`src/rtl/uart_rx.sv`:
```
// Oversampling UART receiver: 2-flop synchroniser, start/data/stop deframer,
// and a small FIFO toward the consumer with rts flow control.
module uart_rx #(
    parameter int DATA_BITS  = 7,
    parameter int OVERSAMPLE = 16,
    parameter int DEPTH      = 4
) (
    input  logic                 rst,
    input  logic                 baud_clk,
    input  logic                 rx,
    output logic [DATA_BITS-1:0] data_out,
    output logic                 data_valid,
    input  logic                 data_ready,
    output logic                 rts,
    output logic                 frame_err,
    output logic                 overrun,
    output logic                 busy
);

    localparam int TW = $clog2(OVERSAMPLE);
    localparam int BW = (DATA_BITS > 1) ? $clog2(DATA_BITS) : 1;
    localparam int PW = $clog2(DEPTH);

    localparam logic [TW-1:0] TICK_MID = TW'(OVERSAMPLE / 2 - 1);
    localparam logic [TW-1:0] TICK_END = TW'(OVERSAMPLE - 1);
    localparam logic [BW-1:0] LAST_BIT = BW'(DATA_BITS - 1);
    localparam logic [PW:0]   FULL     = (PW + 1)'(DEPTH);
    localparam logic [PW:0]   RTS_LIM  = (PW + 1)'(DEPTH - 1);

    typedef enum logic [2:0] {
        IDLE,
        START,
        DATA,
        STOP,
        WAIT_IDLE
    } state_t;

    state_t                state, state_next;
    logic                  rx_m, rx_s;
    logic [TW-1:0]         tick_cnt, tick_next;
    logic [BW-1:0]         bit_idx, bit_next;
    logic [DATA_BITS-1:0]  shift, shift_next;
    logic                  push_q, push_next;
    logic                  ferr_next;

    logic [DATA_BITS-1:0]  mem [DEPTH];
    logic [PW-1:0]         wr_ptr, rd_ptr;
    logic [PW:0]           count;
    logic                  pop, accept;

    // NOTE: sequential state uses non-blocking assignments so every flop
    // samples pre-edge values, independent of process ordering.
    always_ff @(posedge baud_clk or posedge rst) begin
        if (rst) begin
            rx_m <= 1'b1;
            rx_s <= 1'b1;
        end else begin
            rx_m <= rx;
            rx_s <= rx_m;
        end
    end

    always_ff @(posedge baud_clk or posedge rst) begin
        if (rst) begin
            state     <= IDLE;
            tick_cnt  <= '0;
            bit_idx   <= '0;
            shift     <= '0;
            push_q    <= 1'b0;
            frame_err <= 1'b0;
        end else begin
            state     <= state_next;
            tick_cnt  <= tick_next;
            bit_idx   <= bit_next;
            shift     <= shift_next;
            push_q    <= push_next;
            frame_err <= ferr_next;
        end
    end

    // NOTE: every always_comb output gets a default first, so no path can
    // leave a signal unassigned and infer a latch.
    always_comb begin
        state_next = state;
        tick_next  = tick_cnt + 1'b1;
        bit_next   = bit_idx;
        shift_next = shift;
        push_next  = 1'b0;
        ferr_next  = 1'b0;
        case (state)
            IDLE: begin
                tick_next = '0;
                if (!rx_s) state_next = START;
            end
            START: begin
                if (tick_cnt == TICK_MID) begin
                    tick_next  = '0;
                    bit_next   = '0;
                    state_next = rx_s ? IDLE : DATA;
                end
            end
            DATA: begin
                if (tick_cnt == TICK_END) begin
                    tick_next           = '0;
                    shift_next[bit_idx] = rx_s;
                    bit_next            = bit_idx + 1'b1;
                    if (bit_idx == LAST_BIT) state_next = STOP;
                end
            end
            STOP: begin
                if (tick_cnt == TICK_END) begin
                    tick_next = '0;
                    if (rx_s) begin
                        push_next  = 1'b1;
                        state_next = IDLE;
                    end else begin
                        ferr_next  = 1'b1;
                        state_next = WAIT_IDLE;
                    end
                end
            end
            WAIT_IDLE: begin
                tick_next = '0;
                if (rx_s) state_next = IDLE;
            end
            default: state_next = IDLE;
        endcase
    end

    // shift is stable for many ticks after STOP, so the delayed push can use it directly.
    assign pop    = data_valid && data_ready;
    assign accept = push_q && ((count < FULL) || pop);

    // NOTE: FIFO storage is reset too, so data_out is defined (zero) out of reset.
    always_ff @(posedge baud_clk or posedge rst) begin
        if (rst) begin
            for (int i = 0; i < DEPTH; i++) mem[i] <= '0;
            wr_ptr  <= '0;
            rd_ptr  <= '0;
            count   <= '0;
            rts     <= 1'b1;
            overrun <= 1'b0;
        end else begin
            if (accept) begin
                mem[wr_ptr] <= shift;
                wr_ptr      <= wr_ptr + 1'b1;
            end
            if (pop) rd_ptr <= rd_ptr + 1'b1;
            case ({accept, pop})
                2'b10:   count <= count + 1'b1;
                2'b01:   count <= count - 1'b1;
                default: count <= count;
            endcase
            rts     <= (count < RTS_LIM);
            overrun <= push_q && !accept;
        end
    end

    assign data_out   = mem[rd_ptr];
    assign data_valid = (count != '0);
    assign busy       = (state != IDLE);

endmodule

```
`config.mk`:
```
export PLATFORM = sky130hd
export DESIGN_NAME = uart_rx
export DESIGN_NICKNAME = d
export VERILOG_FILES = /design/src/rtl/uart_rx.sv
export SDC_FILE = /design/constraint.sdc
export NUM_CORES = 1
export LEC_CHECK = 0
export CAP_MARGIN = 10
export CORE_MARGIN = 5
export CORE_UTILIZATION = 30
export CTS_CLUSTER_DIAMETER = 50
export CTS_CLUSTER_SIZE = 20
export DETAILED_ROUTE_END_ITERATION = 8
export PLACE_DENSITY = 0.56
export RECOVER_POWER = 100
export REMOVE_ABC_BUFFERS = 1
export SETUP_SLACK_MARGIN = 0.15
export SLEW_MARGIN = 0
export SYNTH_ARGS = -nofsm -noshare
export SYNTH_HDL_FRONTEND = slang
export SYNTH_SLANG_ARGS = --single-unit
```
`constraint.sdc`:
```
create_clock -name baud_clk -period 2.35 [get_ports baud_clk]
set_clock_uncertainty 0.05 [all_clocks]
set_input_delay 0.705 -clock baud_clk [delete_from_list [all_inputs] [get_ports baud_clk]]
set_output_delay 0.705 -clock baud_clk [all_outputs]
set_load 0.01 [all_outputs]
```
* Word level (Yosys, flattened, before mapping)
Index checks and enable logic that the tools add are counted.
** Operators by class
- Add/subtract/negate cells :: 6
- Multipliers :: 0
- Div/mod/pow operators :: 0
- Order comparisons :: 7
- Equal/unequal tests :: 15
- Shift-type cells :: 0
- Multiplexer cells :: 31
- Bitwise gates (word level) :: 2
- Reduce and logical (&&, ||, !) cells :: 17
** Operators with widths (number)
- bitwise mux 28 bit :: 1
- two-way mux 3 bit :: 9
- two-way mux 7 bit :: 3
- case mux 3 bit (5 select lines) :: 1
- binary-select mux 7 bit (select 2 bit) :: 1
- demux 7 bit (select 2 bit) :: 1
- inequality test 2 bit, second input constant :: 6
- case mux 3 bit (2 select lines) :: 2
- case mux 4 bit (3 select lines) :: 1
- two-way mux 4 bit :: 2
- bitwise mux 7 bit :: 1
- two-way mux 1 bit :: 7
- adder 3 x 1 -> 3 bit, second input constant :: 2
- equality test 3 x 2 -> 1 bit, second input constant :: 2
- equality test 3 bit, second input constant :: 2
- greater-or-equal comparator 3 bit, second input constant :: 2
- inverter 2 -> 3 bit :: 2
- AND reduction 6 bit :: 1
- nonzero test 3 bit :: 2
- logical AND 1 bit :: 5
- adder 2 x 1 -> 2 bit, second input constant :: 2
- adder 4 x 1 -> 4 bit, second input constant :: 1
- equality test 4 x 3 -> 1 bit, second input constant :: 1
- equality test 4 bit, second input constant :: 1
- other kinds (18) :: 20
** Word-level totals
- Bits in registers :: 58
- Latch bits :: 0
- Memory bits (writable) :: 0
- Bits in read-only memories :: 0
- Input bits :: 4
- Output and inout port bits :: 12
- Word-level logic and storage cells :: 95
- Memories :: 0

* Longest topological paths before layout
- Depth in word-level cells :: 6
- Mapped depth :: 9
- Gate-level depth less buffers :: 8

* Least setup slack after synthesis
OpenSTA, ideal clock, no wires.
- Path type :: input to register
- From :: input data_ready
- To :: register count[2]
- Setup time :: 0.079 ns
- Arrival time :: 2.063 ns
- Required time :: 2.221 ns
- Slack :: 0.157 ns
- Stages on the path :: 9
- Buffers on the path :: 1
- Path through :: nand2b_1 clkbuf_1 nand2_1 ha_1 inv_1 fa_1 xor2_1 nor2_1 xor2_1
** Between the ends
- Cells in the longest elaborated chain, start to end :: 5
- Elaborated cells on any way between the ends :: 7
- Classes of those cells :: 2 x eq/ne; 1 x mux; 4 x reduce/logical
** RTL lines
- from (decl) :: line 13 : input logic data_ready,
- logical AND 1 bit (*) :: line 131 : assign pop = data_valid && data_ready;
- logical OR 1 bit :: line 132 : assign accept = push_q && ((count < FULL) || pop);
- logical AND 1 bit :: line 132
- equality test 2 x 1 -> 1 bit / equality test 2 bit (equally long branches) :: line 149 : case ({accept, pop})
- case mux 3 bit (2 select lines) / nonzero test 2 bit (equally long branches)
- to (signal assigned) :: line 150 : 2'b10: count <= count + 1'b1;
- to (signal assigned) :: line 151 : 2'b01: count <= count - 1'b1;
- to (signal assigned) :: line 152 : default: count <= count;
- to (decl) :: line 48 : logic [PW:0] count;
Mark *: on every way between the ends. The rest lies on a longest branch, timed or not.
A chain may end at the register's enable or synchronous reset.

* Worst setup path after layout
- From :: register rd_ptr[0]
- To :: output data_out[6]
** Between the ends
- Cells in the longest elaborated chain, start to end :: 4
** RTL lines
- from (decl) :: line 47 : logic [PW-1:0] wr_ptr, rd_ptr;
- from (signal assigned) :: line 148 : if (pop) rd_ptr <= rd_ptr + 1'b1;
- inverter 2 -> 3 bit (not written as such) :: line 159 : assign data_out = mem[rd_ptr];
- binary-select mux 7 bit (select 2 bit) :: line 159
- two-way mux 7 bit (not written as such) (2 in series) :: line 159
- to (decl) :: line 11 : output logic [DATA_BITS-1:0] data_out,
No other way between the ends. The select of a mux whose other input is x is not followed.

==> results.cfg <==
[final_layout]
fin_nets = 247
layout-drive-gt1-share_pct = 17.57
area_growth_syn_to_layout_pct = 18.03
n_fill_cell = 858
final_cells = 347
diodes = 0
multiInputGateArea_mm2 = 0.001134
fin_util_pct = 36.64
ff_latch_area_mm2 = 0.001456

[synth]
synth_area_mm2 = 0.002720
ys.flop_type = dfrtp_1
synth_common_cells = 55 x dfrtp_1, 37 x mux2_1, 12 x inv_1
netlist.area_leader.share_pct = 50.60
synth.distinct_cells = 42
ys_warn_count = 0
synth_edf_count = 0
synth.area.top_cells = dfrtp_1 51%, mux2_1 15%, mux4_2 5.8%
synth_most_common_cell = dfrtp_1
synthArstFlopShare_pct = 100.0
synthCells = 203
synth_area_per_cell_um2 = 13.40
ys_seq_area_share_pct = 53.50
synth_top_cell_by_area = dfrtp_1
synth_seq_cells = 58

[global_routing]
grt_pass1_wl_mm = 8.342
grt_pass1_vias = 1702
grt_antenna_before_repair = 0
grt_overflow = 0
grt.total_usage_pct = 9.657
grt_max_degree = 51

[clock_tree]
cts-root-buf = clkbuf_8
htreeDepth = 3
clock_path_buffers = 2
clock_latency_ns = 0.33
cts_tree = built
clk_pin_slew_ns = 0.06
cts.sinks = 58
cts_hold_buf = 0
cts_made_buffers = 9

[floorplan]
die-width_um = 105.2
die_y_um = 105.2
start_util_pct = 31.04
io_pins = 16
rows = 34
dieArea_mm2 = 0.01107
core_mm2 = 0.008763

[place]
place_ws_ns = -0.1967
place_inst = 328
dp_hpwl_mm = 3.320
portBuffers = 15
finalWeightedCongestion = 0.7501

[timing]
max_freq_ghz = 0.4360
relSlewSlack_pct = 54.64
tightestPinTransition_ns = 0.6803
setup_viol = 0
drv_slew = 0
rsz0062_at_grt = true
fin_crit_sh_pct = 97.60
fin_ws_ns = 0.05647
hold_viol = 0
period_needed_ns = 2.294
whs_ns = 0.3043

[setup_path]
crit_path_end_kind = output pin
path_class = flip-flop to output pin
cp_slowest_stage_delay_ns = 0.52
path_cells = buf_12, mux4_2, buf_6
crit_slowest_cell = mux4_2
arrival_ns = 1.54
critPathMaxFanout = 5
crit_required_ns = 1.59
start_kind = flip-flop

[run]
cap_violations = 0

[detailed_routing]
num_vias = 1638
post_drt_wl_per_cell_um = 13.93
drtAntennaViolNets = 0
drt_wl_total_mm = 4.832
drt-initial-drc-count = 62
drc = 0
firstDrtPassIters = 4
vias_per_cell = 4.720

[pwr]
vdd_drop_max_mv = 0.4373
finalPower_mw = 2.879
leakagePower_nw = 1.534
power_density_mw_per_mm2 = 896.8

[hold_path]
min_path_type = flip-flop to flip-flop

[status]
status = complete, no violations
per-stage QoR:
step | instance area, µm² | TNS (ns)
after CTS | 3258 | 0
after global placement | 3079 | -0.1295
after global routing | 3211 | -0.05035
after detailed placement | 3079 | -0.1967
final | 3211 | 0
after floorplan | 2664 | 0
state kept, by name (all words and copies together) (netlist names):
signal	flops
state	3
bit_idx	3
rx_s	1
rd_ptr	2
overrun	1
count	3
frame_err	1
mem	28
rx_m	1
tick_cnt	4
rts	1
push_q	1
shift	7
wr_ptr	2
power by group:
| group | leakage [nW] | switching [mW] | internal (mW) |
|---|---|---|---|
| Sequential | 0.773 | 0.175 | 1.15 |
| Clock | 0.0932 | 0.368 | 0.435 |
| Combinational | 0.668 | 0.372 | 0.383 |
| Total | 1.53 | 0.915 | 1.96 |
layer usage:
| layer | vias to the layer above | part of all wire [%] | GRT usage (%) |
|---|---|---|---|
| met5 | - | 0 | 0 |
| li1 | 788 | - | - |
| met4 | 0 | 0.97 | 4.110 |
| met3 | 6 | 4.8 | 4.401 |
| met2 | 22 | 46 | 13.72 |
| met1 | 822 | 48 | 12.69 |
layout by cell type (no fill, tap or decap), drive strengths merged, types with 2 or more instances in the layout:
| cell type | n |
|---|---|
| nand3b | 2 |
| dlygate4sd3 | 5 |
| dfstp | 3 |
| nand3 | 9 |
| a21oi | 3 |
| and3 | 2 |
| dfrtp | 55 |
| nor4 | 2 |
| clkbuf | 22 |
| inv | 12 |
| xnor2 | 4 |
| nor2 | 10 |
| nor3 | 2 |
| mux4 | 7 |
| clkinv | 3 |
| clkdlybuf4s25 | 3 |
| xor2 | 5 |
| ha | 8 |
| o211ai | 2 |
| nand2 | 4 |
| nand4 | 4 |
| buf | 15 |
| mux2 | 37 |
| a211oi | 2 |
| or3 | 2 |
critical path: cells and delay by family (launching register included):
kind | cells | cell delay (ns)
buffers and inverters | 2 | 0.28
DFF | 1 | 0.41
muxes | 1 | 0.52
logic make-up after synthesis:
kind of cell,Yosys count,synth area share (%)
XOR/XNOR,9,2.898
AND/OR/NAND/NOR,46,10.40
flip-flops,58,53.50
buffers and inverters,24,3.726
AO/OA/AOI/OAI,12,3.588
adder cells (fa/ha/maj),9,4.416
multiplexers,45,21.48
cell type report:
cell class	count	area share, %
Clock buffer	13	4.949
Clock inverter	3	0.4677
Inverter	12	1.403
Sequential cell	58	45.36
Timing Repair Buffer	32	8.301
Multi-Input combinational cell	121	35.31
Tap cell	108	4.209
worst paths after layout:
kind                            from          end  slack [ns]  depth (start not counted)
setup / recovery           rd_ptr[0]  data_out[6]        0.06                          3
hold / removal                  rx_m         rx_s        0.30                          0
setup reg to reg            state[0]   bit_idx[1]        0.21                          4
hold reg to reg                 rx_m         rx_s        0.30                          0
max in group asynchronous        rst     count[2]        0.49                          3
min in group asynchronous        rst     state[2]        0.73                          2
what timing repair did:
item                       4_1_cts  5_1_grt
setup endpoints to repair       10       10
setup buffers                    2        1
gates resized for setup         36       10
pin swaps                        1        2
(Power assumes the default switching activity.)
